$ cat src/rtl/lc3b_types.sv
// Shared LC-3b types: pipeline payload structs, stage-register state encoding
// and the NOP control word loaded into bubbles.
package lc3b_types;

  typedef logic [15:0] lc3b_word;
  typedef logic [2:0]  lc3b_reg;

  typedef struct packed {
    logic [3:0] opcode;
    logic [2:0] aluop;
    logic       load_regfile;
    logic       mem_read;
    logic       mem_write;
    logic       br_en;
    logic [4:0] mux_sel;
  } lc3b_control_word;

  localparam lc3b_control_word PIPE_BUBBLE_CW = '0;

  typedef struct packed {
    lc3b_word pc;
    lc3b_word ir;
  } lc3b_pipe_ifid_t;

  typedef struct packed {
    lc3b_word         pc;
    lc3b_control_word cw;
    lc3b_word         sr1_data;
    lc3b_word         sr2_data;
    lc3b_word         offset;
    lc3b_reg          dest;
  } lc3b_pipe_idex_t;

  typedef struct packed {
    lc3b_word         pc;
    lc3b_control_word cw;
    lc3b_word         alu_out;
    lc3b_word         store_data;
    lc3b_reg          dest;
  } lc3b_pipe_exmem_t;

  typedef struct packed {
    lc3b_control_word cw;
    lc3b_word         result;
    lc3b_reg          dest;
  } lc3b_pipe_memwb_t;

  typedef enum logic [1:0] {
    PS_EMPTY = 2'd0,
    PS_ONE   = 2'd1,
    PS_TWO   = 2'd2
  } pipe_state_t;

  // Stage-register FSM encoding, kept numerically identical to pipe_state_t.
  localparam logic [1:0] ST_EMPTY = 2'd0;
  localparam logic [1:0] ST_ONE   = 2'd1;
  localparam logic [1:0] ST_TWO   = 2'd2;

endpackage

$ cat src/rtl/pipe_stage_reg_skid_entry.sv
// Single holding register with synchronous load and clear; used as the skid
// entry of pipe_stage_reg when PIPE_SKID_EN is defined.
module pipe_skid_entry #(
  parameter int unsigned       WIDTH  = 64,
  parameter logic [WIDTH-1:0]  BUBBLE = '0
) (
  input  logic             clk,
  input  logic             reset,
  input  logic             clear,
  input  logic             load,
  input  logic [WIDTH-1:0] d,
  output logic [WIDTH-1:0] q
);

  always_ff @(posedge clk) begin
    if (reset || clear) begin
      q <= BUBBLE;
    end else if (load) begin
      q <= d;
    end
  end

endmodule

$ cat src/rtl/pipe_stage_reg.sv
// Generic valid/ready pipeline stage register with flush and stall counter.
// Define PIPE_SKID_EN for the two-entry skid build with a registered in_ready.
//
// Handshake: a beat moves on a rising edge when valid && ready on that
// interface; out_data holds steady while out_valid=1 and out_ready=0.
module pipe_stage_reg
  import lc3b_types::*;
#(
  parameter int unsigned      WIDTH  = 64,
  parameter logic [WIDTH-1:0] BUBBLE = '0,
  parameter int unsigned      CNT_W  = 16
) (
  input  logic             clk,
  input  logic             reset,
  input  logic             flush,
  input  logic             in_valid,
  output logic             in_ready,
  input  logic [WIDTH-1:0] in_data,
  output logic             out_valid,
  input  logic             out_ready,
  output logic [WIDTH-1:0] out_data,
  output logic [CNT_W-1:0] stall_count
);

  logic [1:0] state;
  logic [1:0] state_next;
  logic       accept;
  logic       pop;
  logic       load_out_in;

`ifdef PIPE_SKID_EN
  logic             load_out_skid;
  logic             load_skid;
  logic             ready_q;
  logic [WIDTH-1:0] skid_data;
`endif

  assign accept = in_valid && in_ready;
  assign pop    = out_valid && out_ready;

  always_comb begin
    state_next  = state;
    load_out_in = 1'b0;
`ifdef PIPE_SKID_EN
    load_out_skid = 1'b0;
    load_skid     = 1'b0;
`endif
    case (state)
      ST_EMPTY: begin
        if (accept) begin
          state_next  = ST_ONE;
          load_out_in = 1'b1;
        end
      end
      ST_ONE: begin
`ifdef PIPE_SKID_EN
        if (accept && pop) begin
          load_out_in = 1'b1;
        end else if (accept) begin
          state_next = ST_TWO;
          load_skid  = 1'b1;
        end else if (pop) begin
          state_next = ST_EMPTY;
        end
`else
        // in_ready tracks out_ready while full, so accept implies pop here.
        if (accept) begin
          load_out_in = 1'b1;
        end else if (pop) begin
          state_next = ST_EMPTY;
        end
`endif
      end
`ifdef PIPE_SKID_EN
      ST_TWO: begin
        if (pop) begin
          state_next    = ST_ONE;
          load_out_skid = 1'b1;
        end
      end
`endif
      default: state_next = ST_EMPTY;
    endcase
  end

  always_ff @(posedge clk) begin
    if (reset || flush) begin
      state     <= ST_EMPTY;
      out_valid <= 1'b0;
      out_data  <= BUBBLE;
    end else begin
      state     <= state_next;
      out_valid <= (state_next != ST_EMPTY);
      if (load_out_in) begin
        out_data <= in_data;
`ifdef PIPE_SKID_EN
      end else if (load_out_skid) begin
        out_data <= skid_data;
`endif
      end
    end
  end

  // Performance counter survives flush; only reset clears it.
  always_ff @(posedge clk) begin
    if (reset) begin
      stall_count <= '0;
    end else if (out_valid && !out_ready && (stall_count != {CNT_W{1'b1}})) begin
      stall_count <= stall_count + CNT_W'(1);
    end
  end

`ifdef PIPE_SKID_EN
  // Ready comes from a flop so the downstream ready chain is cut here.
  always_ff @(posedge clk) begin
    if (reset || flush) begin
      ready_q <= 1'b1;
    end else begin
      ready_q <= (state_next != ST_TWO);
    end
  end

  assign in_ready = ready_q && !reset;

  pipe_skid_entry #(
    .WIDTH  (WIDTH),
    .BUBBLE (BUBBLE)
  ) u_skid (
    .clk   (clk),
    .reset (reset),
    .clear (flush),
    .load  (load_skid),
    .d     (in_data),
    .q     (skid_data)
  );
`else
  assign in_ready = !reset && (!out_valid || out_ready);
`endif

endmodule
$ cat config.mk
export PLATFORM = sky130hd
export DESIGN_NAME = pipe_stage_reg
export DESIGN_NICKNAME = d
export VERILOG_FILES = /design/src/rtl/lc3b_types.sv /design/src/rtl/pipe_stage_reg_skid_entry.sv /design/src/rtl/pipe_stage_reg.sv
export SDC_FILE = /design/constraint.sdc
export NUM_CORES = 1
export LEC_CHECK = 0
export BUFFER_PORTS_ARGS = -buffer_cell sky130_fd_sc_hd__buf_2
export CORE_MARGIN = 2
export CORE_UTILIZATION = 45
export DETAILED_ROUTE_END_ITERATION = 8
export PLACE_DENSITY = 0.78
export SLEW_MARGIN = 20
export SYNTH_ARGS = -nofsm -noshare
export SYNTH_HDL_FRONTEND = slang
export SYNTH_SLANG_ARGS = --single-unit
$ cat constraint.sdc
create_clock -name clk -period 3.2 [get_ports clk]
set_clock_uncertainty 0.15 [all_clocks]
set_input_delay 0.48 -clock clk [delete_from_list [all_inputs] [get_ports clk]]
set_output_delay 0.48 -clock clk [all_outputs]
set_load 0.03 [all_outputs]
==> results_dict.tcl, run 1 <==
set metrics [dict create \
    status "finished, final reports clean" \
    grt_max_degree 59 \
    clk_path_buf_depth 2 \
    whs_ps 219.0 \
    wire_per_inst_microns 12.79 \
    leakagePower_nw 1.757 \
    hold_class "primary input to flip-flop" \
    tns_ps 0 \
    syn_nets 456 \
    routed-via-count 3103 \
    nFillCells 641 \
    avgSynthCellArea_sq_um 8.081 \
    maxSlewViolCount 0 \
    placed_area_sq_um 3890 \
    ys_ff_latch 83 \
    rsz0062_at_grt "false" \
    relSlewSlack_pct 57.67 \
    clockRootBuffer "clkbuf_8" \
    fmax_mhz 445.0 \
    ff2ff_setup_slack_ps 950 \
    area_growth_pct 30.89 \
    total_power_mw 1.917 \
    crit_required_ps 3310 \
    syn_area_sq_um 3119 \
    synth_seq_area_share_pct 53.27 \
    design_area_sq_um 4083 \
    route.detailed.drc 0 \
    clkTransAtPathRegs_ps 90 \
    viasPerCell 5.054 \
    reg2reg_from "out_valid$_SDFF_PP0_" \
    crit_path_end_kind "flip-flop" \
    stdcell_count 614 \
    syn-instance-count 386 \
    gr-usage-met2_pct 34.23 \
    die_area_sq_um 7613 \
    synth-edff-count 0 \
    utilization_pct 60.43 \
    seq_area_sq_um 1662 \
    r2r_cells 5 \
    grt_overflow 0 \
    yosys-top-cells-count "131 x nand2_1, 83 x dfxtp_1, 78 x a21oi_1" \
    nNetsFinal 599 \
    gr-usage-met1_pct 23.94 \
    grt_pass1_vias 2804 \
    ir_drop_v 0.0003009 \
    hold_viol 0 \
    busiest_layer "met2" \
    htree_levels 3 \
    whs_endpoint "out_data[10]$_SDFFE_PP0P_" \
    pin_count 151 \
    ys_types 36 \
    drv_cap 0 \
    async_flop_share_pct 0 \
    numCtsBuffers 9 \
    firstDrtPassIters 4 \
    core_area_sq_um 6756 \
    yosysMostFrequentCell "nand2_1" \
    drt_iter0_markers 89 \
    clk_latency_ps 330 \
    dp_cells 598 \
    min_path_cells 3 \
    grtUsageMet3_pct 6.540 \
    arrival_ps 2360 \
    grt_pass1_wl_microns 12360 \
    fin_ws_ps 953.0 \
    antenna_found_initial 0 \
    start_kind "flip-flop" \
    wirelength_microns 7853 \
    p_per_area_nw_per_um2 469.6 \
    r2r-end "out_data[52]$_SDFFE_PP0P_" \
    fp.dieW_microns 87.26 \
    fp.dieH_microns 87.26 \
    min_from "in_data[10]" \
    hold_buffers 0 \
    crit_type "flip-flop to flip-flop" \
    port_buffers 150 \
    synth_top_cell_by_area "dfxtp_1" \
    pre_cts_ws_ps 851.9 \
    post-route-period-util_pct 70.22 \
    drive_above_1_share_pct 33.33 \
    post_cts_buffers 0 \
    clock-sinks 83 \
    synth_area_leaders "dfxtp_1 53%, nand2_1 16%, a21oi_1 13%" \
    post_cts_resized 0 \
    rows 30 \
    synthFlopType "dfxtp_1" \
    ant_nets 0 \
    ys_warn_count 0 \
    cts_tree "yes" \
    multi_input_area_sq_um 1318 \
    period_needed_ps 2247 \
    post-dp-hpwl_microns 5639 \
    finalSetupViolations 0 \
    critPathMaxFanout 58 \
    netlist.area_leader.share_pct 53.27 \
    tightest_slew_ps 629.2 \
    initial_utilization_pct 46.17 \
    gr-usage-all-layers_pct 20.38 \
    gp_congestion 0.8048 \
    n_antenna_cell 0 \
]
## worst max path at each step
stage | end | slack, ps | from
6_report | out_data[52]$_SDFFE_PP0P_ | 950 | out_valid$_SDFF_PP0_
5_1_grt | out_data[26]$_SDFFE_PP0P_ | 720 | out_valid$_SDFF_PP0_
4_1_cts | out_data[52]$_SDFFE_PP0P_ | 940 | out_valid$_SDFF_PP0_
3_5_place_dp | out_data[59]$_SDFFE_PP0P_ | 850 | out_ready
3_3_place_gp | out_data[15]$_SDFFE_PP0P_ | 930 | reset
2_1_floorplan | out_data[51]$_SDFFE_PP0P_ | 1250 | out_valid$_SDFF_PP0_
## report_power, final
group,total (mW),internal (mW),switching (mW)
clock,0.725,0.358,0.367
combinational,0.142,0.0539,0.0877
sequential,1.05,1.04,0.00637
## kinds of logic after synthesis
group / after synthesis / share of synthesized area (%)
compound gates: 97 / 16.33
other cells: 1 / 0.1202
mux: 1 / 0.3209
flops: 83 / 53.27
fa+ha+maj: 1 / 0.4011
buf+inv: 27 / 4.693
simple gates: 176 / 24.87
## critical path, cell delays in order, from the launching register on
cell and delay [ps]:
dfxtp_1 360, nor2b_1 250, nor4b_2 530, buf_4 570, nand2_1 110, a21oi_1 180
## registers in the layout, summed over array words and instances, names as in the netlist
name         count
state            2
stall_count     16
out_data        64
out_valid        1
## per-layer routing
layer / share of wire, % / routed length, microns
met2: 49 / 3849
met4: 1.3 / 104
met1: 41 / 3250
met3: 8.3 / 649
met5: 0 / 0
## layout by cell type, fill, tap and decap left out, types with 2 or more instances in the layout
cell type | Yosys | routed
nand3_1 | 6 | 6
nand2_1 | 131 | 131
inv_1 | 2 | 2
a21oi_1 | 78 | 78
nor3_1 | 2 | 2
nand4_1 | 5 | 5
dfxtp_1 | 83 | 83
clkinvlp_4 | 0 | 2
o31ai_1 | 3 | 3
buf_4 | 1 | 7
nor4_1 | 2 | 2
o21ai_0 | 10 | 10
clkbuf_8 | 0 | 9
clkinv_2 | 0 | 3
and3_1 | 2 | 2
a211oi_1 | 2 | 2
nor2_1 | 5 | 5
nor2b_1 | 2 | 2
nand3b_1 | 2 | 2
or3_1 | 8 | 8
buf_2 | 9 | 150
or4_1 | 3 | 3
## final cells by class
cell class | instances | share of cell area, %
clock buffer | 9 | 3.034
inverter | 2 | 0.1839
clock inverter | 7 | 1.686
sequential | 83 | 40.70
tap | 80 | 2.452
multi-input combinational | 276 | 32.27
timing repair buffer | 157 | 19.68
No activity file was read; power rests on OpenSTA's default activity.
==> inputs of run 2 (changes only) <==
--- a/config.mk
+++ b/config.mk
@@ -5,6 +5,7 @@
 export SDC_FILE = /design/constraint.sdc
 export NUM_CORES = 1
 export LEC_CHECK = 0
+export ABC_AREA = 1
 export BUFFER_PORTS_ARGS = -buffer_cell sky130_fd_sc_hd__buf_2
 export CORE_MARGIN = 2
 export CORE_UTILIZATION = 45
==> constraint.sdc (replaced) <==
create_clock -name clk -period 2.2 [get_ports clk]
set_clock_uncertainty 0.15 [all_clocks]
set_input_delay 0.33 -clock clk [delete_from_list [all_inputs] [get_ports clk]]
set_output_delay 0.33 -clock clk [all_outputs]
set_load 0.03 [all_outputs]
==> run 2 against run 1 <==
Effect of this change:
- synthesized cell count is 12% higher
- sequential share of layout area decreased by 1.5 points
- count of clock-buffer cells in the layout is 1 higher
- non-clock buffer count shrank 2
- sequential power up 46%
- worst hold slack got worse by 140 ps
- area after synthesis rose by 3.3%
- die area rose by 3.2%
- largest power group unchanged
- highest routed layer unchanged
==> results_dict.tcl, run 2 <==
set metrics [dict create \
    nFillCells 660 \
    core_area_sq_um 6869 \
    start_kind "flip-flop" \
    hold_viol 0 \
    grt_pass1_wl_microns 12570 \
    wl_met2_microns 3893 \
    fmax_mhz 544.8 \
    grt_max_degree 67 \
    yosys-top-cells-count "177 x nand2_1, 83 x dfxtp_1, 78 x a21oi_1" \
    rsz0062_at_grt "false" \
    ys_types 25 \
    crit_type "flip-flop to flip-flop" \
    post-dp-hpwl_microns 5764 \
    layout_commonest_cell "nand2_1" \
    seq_area_sq_um 1662 \
    post_cts_resized 0 \
    r2r_cells 7 \
    port_buffers 150 \
    reg2reg_from "stall_count[0]$_SDFFE_PP0P_" \
    crit_required_ps 2310 \
    initial_utilization_pct 46.92 \
    gr-usage-all-layers_pct 20.05 \
    ys_ff_latch 83 \
    firstDrtPassIters 4 \
    drt-met1-wl_microns 3420 \
    crit_path_end_kind "flip-flop" \
    netlist.area_leader.share_pct 51.55 \
    antenna_found_initial 0 \
    final_cell_mix "177 x nand2_1, 150 x buf_2, 83 x dfxtp_1" \
    syn_area_sq_um 3223 \
    ant_nets 0 \
    cp-endpoint "stall_count[3]$_SDFFE_PP0P_" \
    cts_tree "yes" \
    die_area_sq_um 7855 \
    ff2ff_setup_slack_ps 360 \
    avgSynthCellArea_sq_um 7.444 \
    routed-via-count 3225 \
    crit_start "stall_count[0]$_SDFFE_PP0P_" \
    rows 30 \
    drive_above_1_share_pct 31.03 \
    syn-instance-count 433 \
    nNetsFinal 646 \
    synthFlopType "dfxtp_1" \
    hold_buffers 0 \
    post-route-period-util_pct 83.44 \
    ys_warn_count 0 \
    viasPerCell 4.771 \
    tns_ps 0 \
    leakagePower_nw 1.885 \
    drv_cap 0 \
    clockRootBuffer "clkbuf_8" \
    n_antenna_cell 0 \
    synth-edff-count 0 \
    synth_area_leaders "dfxtp_1 52%, nand2_1 21%, a21oi_1 12%" \
    wl_met3_microns 666 \
    async_flop_share_pct 0 \
    critPathMaxFanout 11 \
    clock-sinks 83 \
    regMostFlops "out_data" \
    p_per_area_nw_per_um2 681.7 \
    clk_latency_ps 330 \
    clk_path_buf_depth 2 \
    maxSlewViolCount 0 \
    grt_overflow 0 \
    arrival_ps 1950 \
    largest_reg_flops 64 \
    top_layer "met4" \
    area_growth_pct 31.37 \
    r2r-end "stall_count[3]$_SDFFE_PP0P_" \
    multi_input_area_sq_um 1373 \
    grt_pass1_vias 2959 \
    route.detailed.drc 0 \
    largest_registers "out_data x64, stall_count x16, state x2" \
    tightest_slew_ps 684.9 \
    hold_class "primary input to flip-flop" \
    synth_seq_area_share_pct 51.55 \
    pin_count 151 \
    wire_per_inst_microns 11.95 \
    post_cts_buffers 0 \
    utilization_pct 61.64 \
    syn_nets 503 \
    htree_levels 3 \
    period_needed_ps 1836 \
    synth_top_cell_by_area "dfxtp_1" \
    clkTransAtPathRegs_ps 90 \
    yosysMostFrequentCell "nand2_1" \
    finalSetupViolations 0 \
    fp.dieH_microns 88.63 \
    relSlewSlack_pct 54.34 \
    fp.dieW_microns 88.63 \
    wirelength_microns 8076 \
    numCtsBuffers 9 \
    drt_iter0_markers 89 \
    gp_congestion 0.8157 \
    ir_drop_v 0.0003965 \
    status "finished, final reports clean" \
]
[run 2: cell types whose count changed in the layout (fill, tap and decap cells not counted), sizes merged, moves of 3 or more]
cell,before,now
or3,8,0
nor2,5,25
o31ai,3,0
or4,3,0
xor2,0,4
o21ai,10,2
inv,2,16
nand3,6,11
nand2,131,179
[run 2: cells by family after synthesis]
kind of cell | count (synthesis) | share of synthesized area, %
flip-flops | 83 | 51.55
AO/OA/AOI/OAI | 80 | 12.54
buffers and inverters | 39 | 5.862
AND/OR/NAND/NOR | 223 | 27.91
XOR/XNOR | 6 | 1.630
other | 1 | 0.1163
adder cells (fa/ha/maj) | 1 | 0.3881
[run 2: metrics by stage]
stage	setup WS [ps]	power (mW)	cell area, sq um	std cells	hold slack, ps
after floorplan	378.1	1.680	3223	433	256.1
final	364.4	2.886	4234	676	75.70
after CTS	379.8	2.907	4234	676	65.00
after global placement	482.5	1.772	4028	661	298.0
after global routing	173.9	2.991	4234	676	64.04
after detailed placement	409.6	1.775	4028	661	302.1
[run 2: critical path: stages (launching register included)]
cell and delay (ps):
dfxtp_1 390, ha_1 230, nand2_1 80, nor2_2 130
nand2_1 120, o21ai_2 410, nand2_1 100, a21oi_1 160
[run 2: how the worst min path moves through the flow]
stage / slack, ps / cells past startpoint / to / startpoint
2_1_floorplan: 260 / 1 / stall_count[8]$_SDFFE_PP0P_ / reset
3_3_place_gp: 300 / 2 / out_data[8]$_SDFFE_PP0P_ / out_data[8]$_SDFFE_PP0P_
3_5_place_dp: 300 / 2 / out_data[9]$_SDFFE_PP0P_ / out_data[9]$_SDFFE_PP0P_
4_1_cts: 70 / 3 / out_data[1]$_SDFFE_PP0P_ / in_data[1]
5_1_grt: 60 / 3 / out_data[56]$_SDFFE_PP0P_ / in_data[56]
6_report: 80 / 3 / out_data[56]$_SDFFE_PP0P_ / in_data[56]
[run 2: per-layer routing]
layer | vias to the layer above | GRT usage (%)
met5 | - | 0
li1 | 1659 | -
met3 | 10 | 6.343
met4 | 0 | 7.163
met2 | 121 | 35.62
met1 | 1435 | 22.49
[run 2: area by class of cell]
type	instances	share of cell area, %
sequential	83	39.24
multi-input combinational	311	32.42
clock buffer	10	3.014
tap	96	2.837
inverter	16	1.418
clock inverter	5	1.862
timing repair buffer	155	19.21
[run 2: power by group]
group	internal, mW	switching, mW
clock network	0.632	0.515
registers	1.52	0.00875
logic	0.0790	0.132
